`src/rtl/reg_file_pkg.sv`:
```
// Shared constants and clear-sequencer state encoding for the 2R1W register file.
package reg_file_pkg;

    localparam int unsigned DefDataW = 32;
    localparam int unsigned DefAddrW = 3;

    // Clear-sequencer states, 2-bit encoding.
    typedef logic [1:0] clr_state_t;

    localparam clr_state_t StIdle  = 2'd0;
    localparam clr_state_t StClear = 2'd1;
    localparam clr_state_t StDone  = 2'd2;

endpackage

```
`src/rtl/reg_file_clr_seq.sv`:
```
// Soft-clear sequencer: walks every entry once, emitting a zero-write strobe per cycle.
module reg_file_clr_seq
    import reg_file_pkg::*;
#(
    parameter int unsigned ADDR_W = DefAddrW
) (
    input  logic              clk,
    input  logic              reset_n,
    input  logic              clr_req_i,
    output logic              clr_busy_o,
    output logic              clr_done_o,
    output logic              clr_we_o,
    output logic [ADDR_W-1:0] clr_addr_o
);

    clr_state_t        state_q, state_d;
    logic [ADDR_W-1:0] cnt_q, cnt_d;

    // Next-state and counter update; the counter wraps naturally at DEPTH.
    always_comb begin
        state_d = state_q;
        cnt_d   = cnt_q;
        case (state_q)
            StIdle: begin
                if (clr_req_i) begin
                    state_d = StClear;
                    cnt_d   = '0;
                end
            end
            StClear: begin
                cnt_d = cnt_q + ADDR_W'(1);
                // All-ones count is the last entry.
                if (&cnt_q) begin
                    state_d = StDone;
                end
            end
            StDone: begin
                state_d = StIdle;
            end
            default: begin
                state_d = StIdle;
            end
        endcase
    end

    // State and counter registers.
    always_ff @(posedge clk or negedge reset_n) begin
        if (!reset_n) begin
            state_q <= StIdle;
            cnt_q   <= '0;
        end else begin
            state_q <= state_d;
            cnt_q   <= cnt_d;
        end
    end

    // Status and strobe decoded purely from registered state.
    always_comb begin
        clr_busy_o = (state_q == StClear);
        clr_done_o = (state_q == StDone);
        clr_we_o   = (state_q == StClear);
        clr_addr_o = cnt_q;
    end

endmodule

```
`src/rtl/reg_file_2r1w.sv`:
```
// Two-read/one-write register file with byte enables, write-to-read forwarding,
// optional hard-wired zero entry and a sequential soft-clear engine.
module reg_file_2r1w
    import reg_file_pkg::*;
#(
    parameter int unsigned DATA_W   = DefDataW,
    parameter int unsigned ADDR_W   = DefAddrW,
    parameter int unsigned ZERO_REG = 0
) (
    input  logic                clk,
    input  logic                reset_n,
    input  logic                we,
    input  logic [ADDR_W-1:0]   wAddr,
    input  logic [DATA_W-1:0]   wData,
    input  logic [DATA_W/8-1:0] wBe,
    input  logic [ADDR_W-1:0]   rAddr0,
    output logic [DATA_W-1:0]   rData0,
    input  logic [ADDR_W-1:0]   rAddr1,
    output logic [DATA_W-1:0]   rData1,
    input  logic                clr_req,
    output logic                clr_busy,
    output logic                clr_done
);

    localparam int unsigned Depth    = 2 ** ADDR_W;
    localparam int unsigned NumBytes = DATA_W / 8;
    localparam bit          ZeroEn   = (ZERO_REG != 0);

    logic [DATA_W-1:0] mem_q [Depth];
    logic [DATA_W-1:0] mem_d [Depth];
    logic [DATA_W-1:0] rdata0_q, rdata0_d;
    logic [DATA_W-1:0] rdata1_q, rdata1_d;

    logic              clr_we;
    logic [ADDR_W-1:0] clr_addr;
    logic              wr_acc;
    logic [DATA_W-1:0] be_mask;
    logic [DATA_W-1:0] merged;

    reg_file_clr_seq #(
        .ADDR_W (ADDR_W)
    ) u_clr_seq (
        .clk        (clk),
        .reset_n    (reset_n),
        .clr_req_i  (clr_req),
        .clr_busy_o (clr_busy),
        .clr_done_o (clr_done),
        .clr_we_o   (clr_we),
        .clr_addr_o (clr_addr)
    );

    // Write acceptance and byte merge against the current entry contents.
    always_comb begin
        wr_acc = we && !clr_busy && !(ZeroEn && (wAddr == '0));
        for (int i = 0; i < int'(NumBytes); i++) begin
            be_mask[8*i +: 8] = {8{wBe[i]}};
        end
        merged = (mem_q[wAddr] & ~be_mask) | (wData & be_mask);
    end

    // Storage next state: clear strobe and port writes are mutually exclusive.
    always_comb begin
        mem_d = mem_q;
        if (clr_we) begin
            mem_d[clr_addr] = '0;
        end else if (wr_acc) begin
            mem_d[wAddr] = merged;
        end
    end

    // Read port 0: zero during clear, zero entry, forwarded merge, else stored word.
    always_comb begin
        if (clr_busy || (ZeroEn && (rAddr0 == '0))) begin
            rdata0_d = '0;
        end else if (wr_acc && (wAddr == rAddr0)) begin
            rdata0_d = merged;
        end else begin
            rdata0_d = mem_q[rAddr0];
        end
    end

    // Read port 1: same selection as port 0.
    always_comb begin
        if (clr_busy || (ZeroEn && (rAddr1 == '0))) begin
            rdata1_d = '0;
        end else if (wr_acc && (wAddr == rAddr1)) begin
            rdata1_d = merged;
        end else begin
            rdata1_d = mem_q[rAddr1];
        end
    end

    // Storage and registered read data.
    always_ff @(posedge clk or negedge reset_n) begin
        if (!reset_n) begin
            for (int i = 0; i < int'(Depth); i++) begin
                mem_q[i] <= '0;
            end
            rdata0_q <= '0;
            rdata1_q <= '0;
        end else begin
            mem_q    <= mem_d;
            rdata0_q <= rdata0_d;
            rdata1_q <= rdata1_d;
        end
    end

    // Drive read outputs from their registers.
    always_comb begin
        rData0 = rdata0_q;
        rData1 = rdata1_q;
    end

endmodule

```
`config.mk`:
```
export PLATFORM = sky130hd
export DESIGN_NAME = reg_file_2r1w
export DESIGN_NICKNAME = d
export VERILOG_FILES = /design/src/rtl/reg_file_pkg.sv /design/src/rtl/reg_file_clr_seq.sv /design/src/rtl/reg_file_2r1w.sv
export SDC_FILE = /design/constraint.sdc
export NUM_CORES = 1
export LEC_CHECK = 0
export CAP_MARGIN = 20
export CORE_MARGIN = 2
export CORE_UTILIZATION = 42
export DETAILED_ROUTE_END_ITERATION = 10
export GPL_TIMING_DRIVEN = 0
export SLEW_MARGIN = 30
export SYNTH_ARGS = -nofsm -noshare
export SYNTH_HDL_FRONTEND = slang
export SYNTH_SLANG_ARGS = --single-unit
```
`constraint.sdc`:
```
create_clock -name clk -period 2.5 [get_ports clk]
set_input_delay 0.25 -clock clk [delete_from_list [all_inputs] [get_ports clk]]
set_output_delay 0.25 -clock clk [all_outputs]
set_load 0.005 [all_outputs]
```
==> summary.md <==
| Metric | Value |
|---|---|
| Run status | `completed` |
| Initial DRC count | `2295` |
| Synth area leader | `dfrtp_1` |
| DRC violation count after routing | `0` |
| DP Cell Count | `2176` |
| Cell Pwr Density | `943 nW/um^2` |
| Post-synthesis cell type count | `58` |
| Initial antenna violation count | `4` |
| Pre-CTS setup slack | `-1.02 ns` |
| Post-Syn Nets | `1524` |
| Commonest non-fill, non-tap cells in the layout | `325 x dfrtp_1, 218 x a22o_1, 141 x mux4_2, 105 x nand2_1, 104 x clkdlybuf4s50_1` |
| First-pass DRT Iterations | `9` |
| Vias | `16100` |
| Tcrit/Tclk final | `99.2%` |
| CTS tree | `yes` |
| Clock Sink Count | `325` |
| Peak Freq | `403 MHz` |
| Design Area, Final | `22200 sq um` |
| Crit path DAT | `2.98 ns` |
| Final min period | `2.48 ns` |
| Hold WS | `0.154 ns` |
| Die Y | `215 microns` |
| Routed len/inst | `35.3 microns` |
| Count of non-filler cells in the finished layout | `2259` |
| CTS H-tree depth | `2` |
| Final setup vio count | `0` |
| Async SR Flop Fraction | `100%` |
| Leakage | `9.38 nW` |
| Area share of the largest cell type after synthesis | `43.6%` |
| Worst vdd ir | `0.544 mV` |
| Final WL | `79.7 mm` |
| Vias in the first global route | `16200` |
| Overall Global Routing Usage | `34.5%` |
| Clk buf depth | `3` |
| Clk slew on worst S/H paths | `0.05 ns` |
| Sequential area share after synthesis | `43.6%` |
| I/O pins | `115` |
| Num CTS Buffers | `39` |
| CP Launch Type | `register` |
| Critical-path maximum fanout | `10` |
| Core Rows | `77` |
| Hold Path Class | `input pin to async pin` |
| First-pass GRT wire length | `114 mm` |
| Crit path required time | `3.00 ns` |
| PortBufs | `106` |
| Synth warnings | `0` |
| Rel. slew slack | `29.1%` |
| Antenna-violating nets left | `0` |
| Most common cell after layout, fill and taps aside | `dfrtp_1` |
| Crit path capture type | `register` |
| Mapped Area | `18600 sq um` |
| Die X | `215 microns` |
| Core Box Area | `44000 sq um` |
| Vias per cell | `7.11` |
| Final hold vios | `0` |
| Share of layout cells above drive strength 1 | `28.6%` |
| Final WS setup | `0.0191 ns` |
| Gpl congestion | `0.966` |
| Max-Cap Viols | `0` |
| Post-DP HPWL | `51.1 mm` |
| Total grt overflow | `0` |
| Root buf cell | `clkbuf_16` |
| Top cells by area, synth | `dfrtp_1 44%, mux4_2 17%, a22o_1 10%, mux2_2 4.9%, mux2i_1 2.8%` |
| Max Transition Viols Final | `0` |
| Synthesized area per cell | `12.7 sq um` |
| Post-synth EDFFs | `0` |
| Area grow syn2layout | `19.0%` |
| Final-layout fill cell count | `3856` |
| Setup_tns | `0 ns` |
| Clk Latency, worst-skew pair | `0.58 ns` |
| Mapped Cells | `1473` |
| Worst Setup Path Type | `register to register` |
| Largest net degree at the start of global routing | `78` |
| Placed instance area | `20600 sq um` |
| Initial Util | `42.3%` |
| Final nets | `1691` |
| Worst-Margin Slew | `1.06 ns` |
| Final setup skew | `0.0233 ns` |
| Die ar. | `46100 sq um` |
| Top_reg_cell synth | `dfrtp_1` |
| Synth Register Bits | `325` |
| Reg2reg path depth | `7` |
-- report_power, final --
| part | internal (mW) | switching [mW] |
|---|---|---|
| Combinational | 3.24 | 3.74 |
| Clock | 3.46 | 2.39 |
| Sequential | 6.63 | 1.47 |
| Total | 13.3 | 7.61 |
-- worst max-delay path, stage by stage (launching register included) --
cell and delay, ns:
dfrtp_1 0.39, nand2b_4 0.19, inv_4 0.11, buf_8 0.15, nor3_1 0.07, a21oi_1 0.45
clkbuf_1 0.78, a22o_1 0.25
-- synth_stat cells, types with 3 or more instances --
cell       count
buf_4          8
o211ai_1       8
xnor2_1        4
a211oi_1       3
buf_2         67
inv_1         11
mux2_2        81
mux4_2       141
mux2i_1       53
a32oi_4        6
o21ai_0       47
a22o_1       218
a22oi_1       37
dfrtp_1      325
nand3_1        3
a2bb2oi_4      4
nand3b_1      12
a31oi_1       10
nand2_1      105
nor2_2         9
o21a_1        31
buf_6          6
o21ai_1        4
clkbuf_1      60
a21o_1         6
nand4_1        3
o221ai_1      18
a21oi_1       72
nand2b_1      15
nor2b_1       11
a211oi_2      10
and2_1         7
a21boi_2       3
inv_2          3
a221oi_1      13
nor2_1        19
buf_1         11
-- layout make-up --
cell class	instances	area [sq um]	share of cell area, %
Multi-Input combinational cell	978	9770	44.0
Sequential cell	325	8130	36.7
Timing Repair Buffer	126	1300	5.87
Clock buffer	59	1180	5.34
Buffer	155	903	4.07
Tap cell	592	741	3.34
Clock inverter	8	96.3	0.434
Inverter	15	58.8	0.265
Antenna cell	1	2.50	0.0113
-- state kept, by name, summed over array words and instances (netlist names) --
register	cells
rData0	32
u_clr_seq.state_q	2
mem_q	256
rData1	32
u_clr_seq.clr_addr_o	3
-- path summary, 6_finish.rpt --
kind	startpoint	end	slack, ns
setup / recovery	u_clr_seq.state_q[1]$_DFFE_PN0P_	mem_q[184]$_DFFE_PN0P_	0.02
hold / removal	reset_n	rData1[1]$_DFF_PN0_	0.15
setup reg to reg	u_clr_seq.state_q[1]$_DFFE_PN0P_	mem_q[184]$_DFFE_PN0P_	0.02
hold reg to reg	mem_q[224]$_DFFE_PN0P_	mem_q[224]$_DFFE_PN0P_	0.54
max in group asynchronous	reset_n	mem_q[12]$_DFFE_PN0P_	1.19
min in group clk	clr_req	u_clr_seq.state_q[0]$_DFFE_PN0P_	0.44
-- per-layer routing --
layer | share of wire (%) | vias up | GRT usage [%]
met2 | 42 | 1424 | 49.3
met1 | 36 | 8072 | 44.5
li1 | - | 6147 | -
met5 | 0.077 | - | 0
met4 | 7.7 | 4 | 23.3
met3 | 14 | 404 | 11.6
-- metrics by stage --
stage                     util, %  power, mW
after floorplan                 -       12.0
after global placement       46.4       14.5
after detailed placement     46.8       14.6
after CTS                    50.1       20.6
after global routing         50.4       21.6
final                        50.4       20.9
-- logic make-up after synthesis --
logic type	share of synthesized area [%]
flip-flops	43.6
buffers and inverters	4.43
AND/OR/NAND/NOR	5.24
adder cells (fa/ha/maj)	0.134
XOR/XNOR	0.282
AO/OA/AOI/OAI	21.5
multiplexers	24.8
-- repair_timing --
item | in CTS | in global routing
gates resized for setup | 41 | 42
hold buffers | 1 | 0
pin swaps | 4 | 1
setup endpoints to repair | 306 | 136
hold endpoints to repair | 127 | 0
buffers inserted | 10 | 4
No activity file was read; power rests on OpenSTA's default activity.
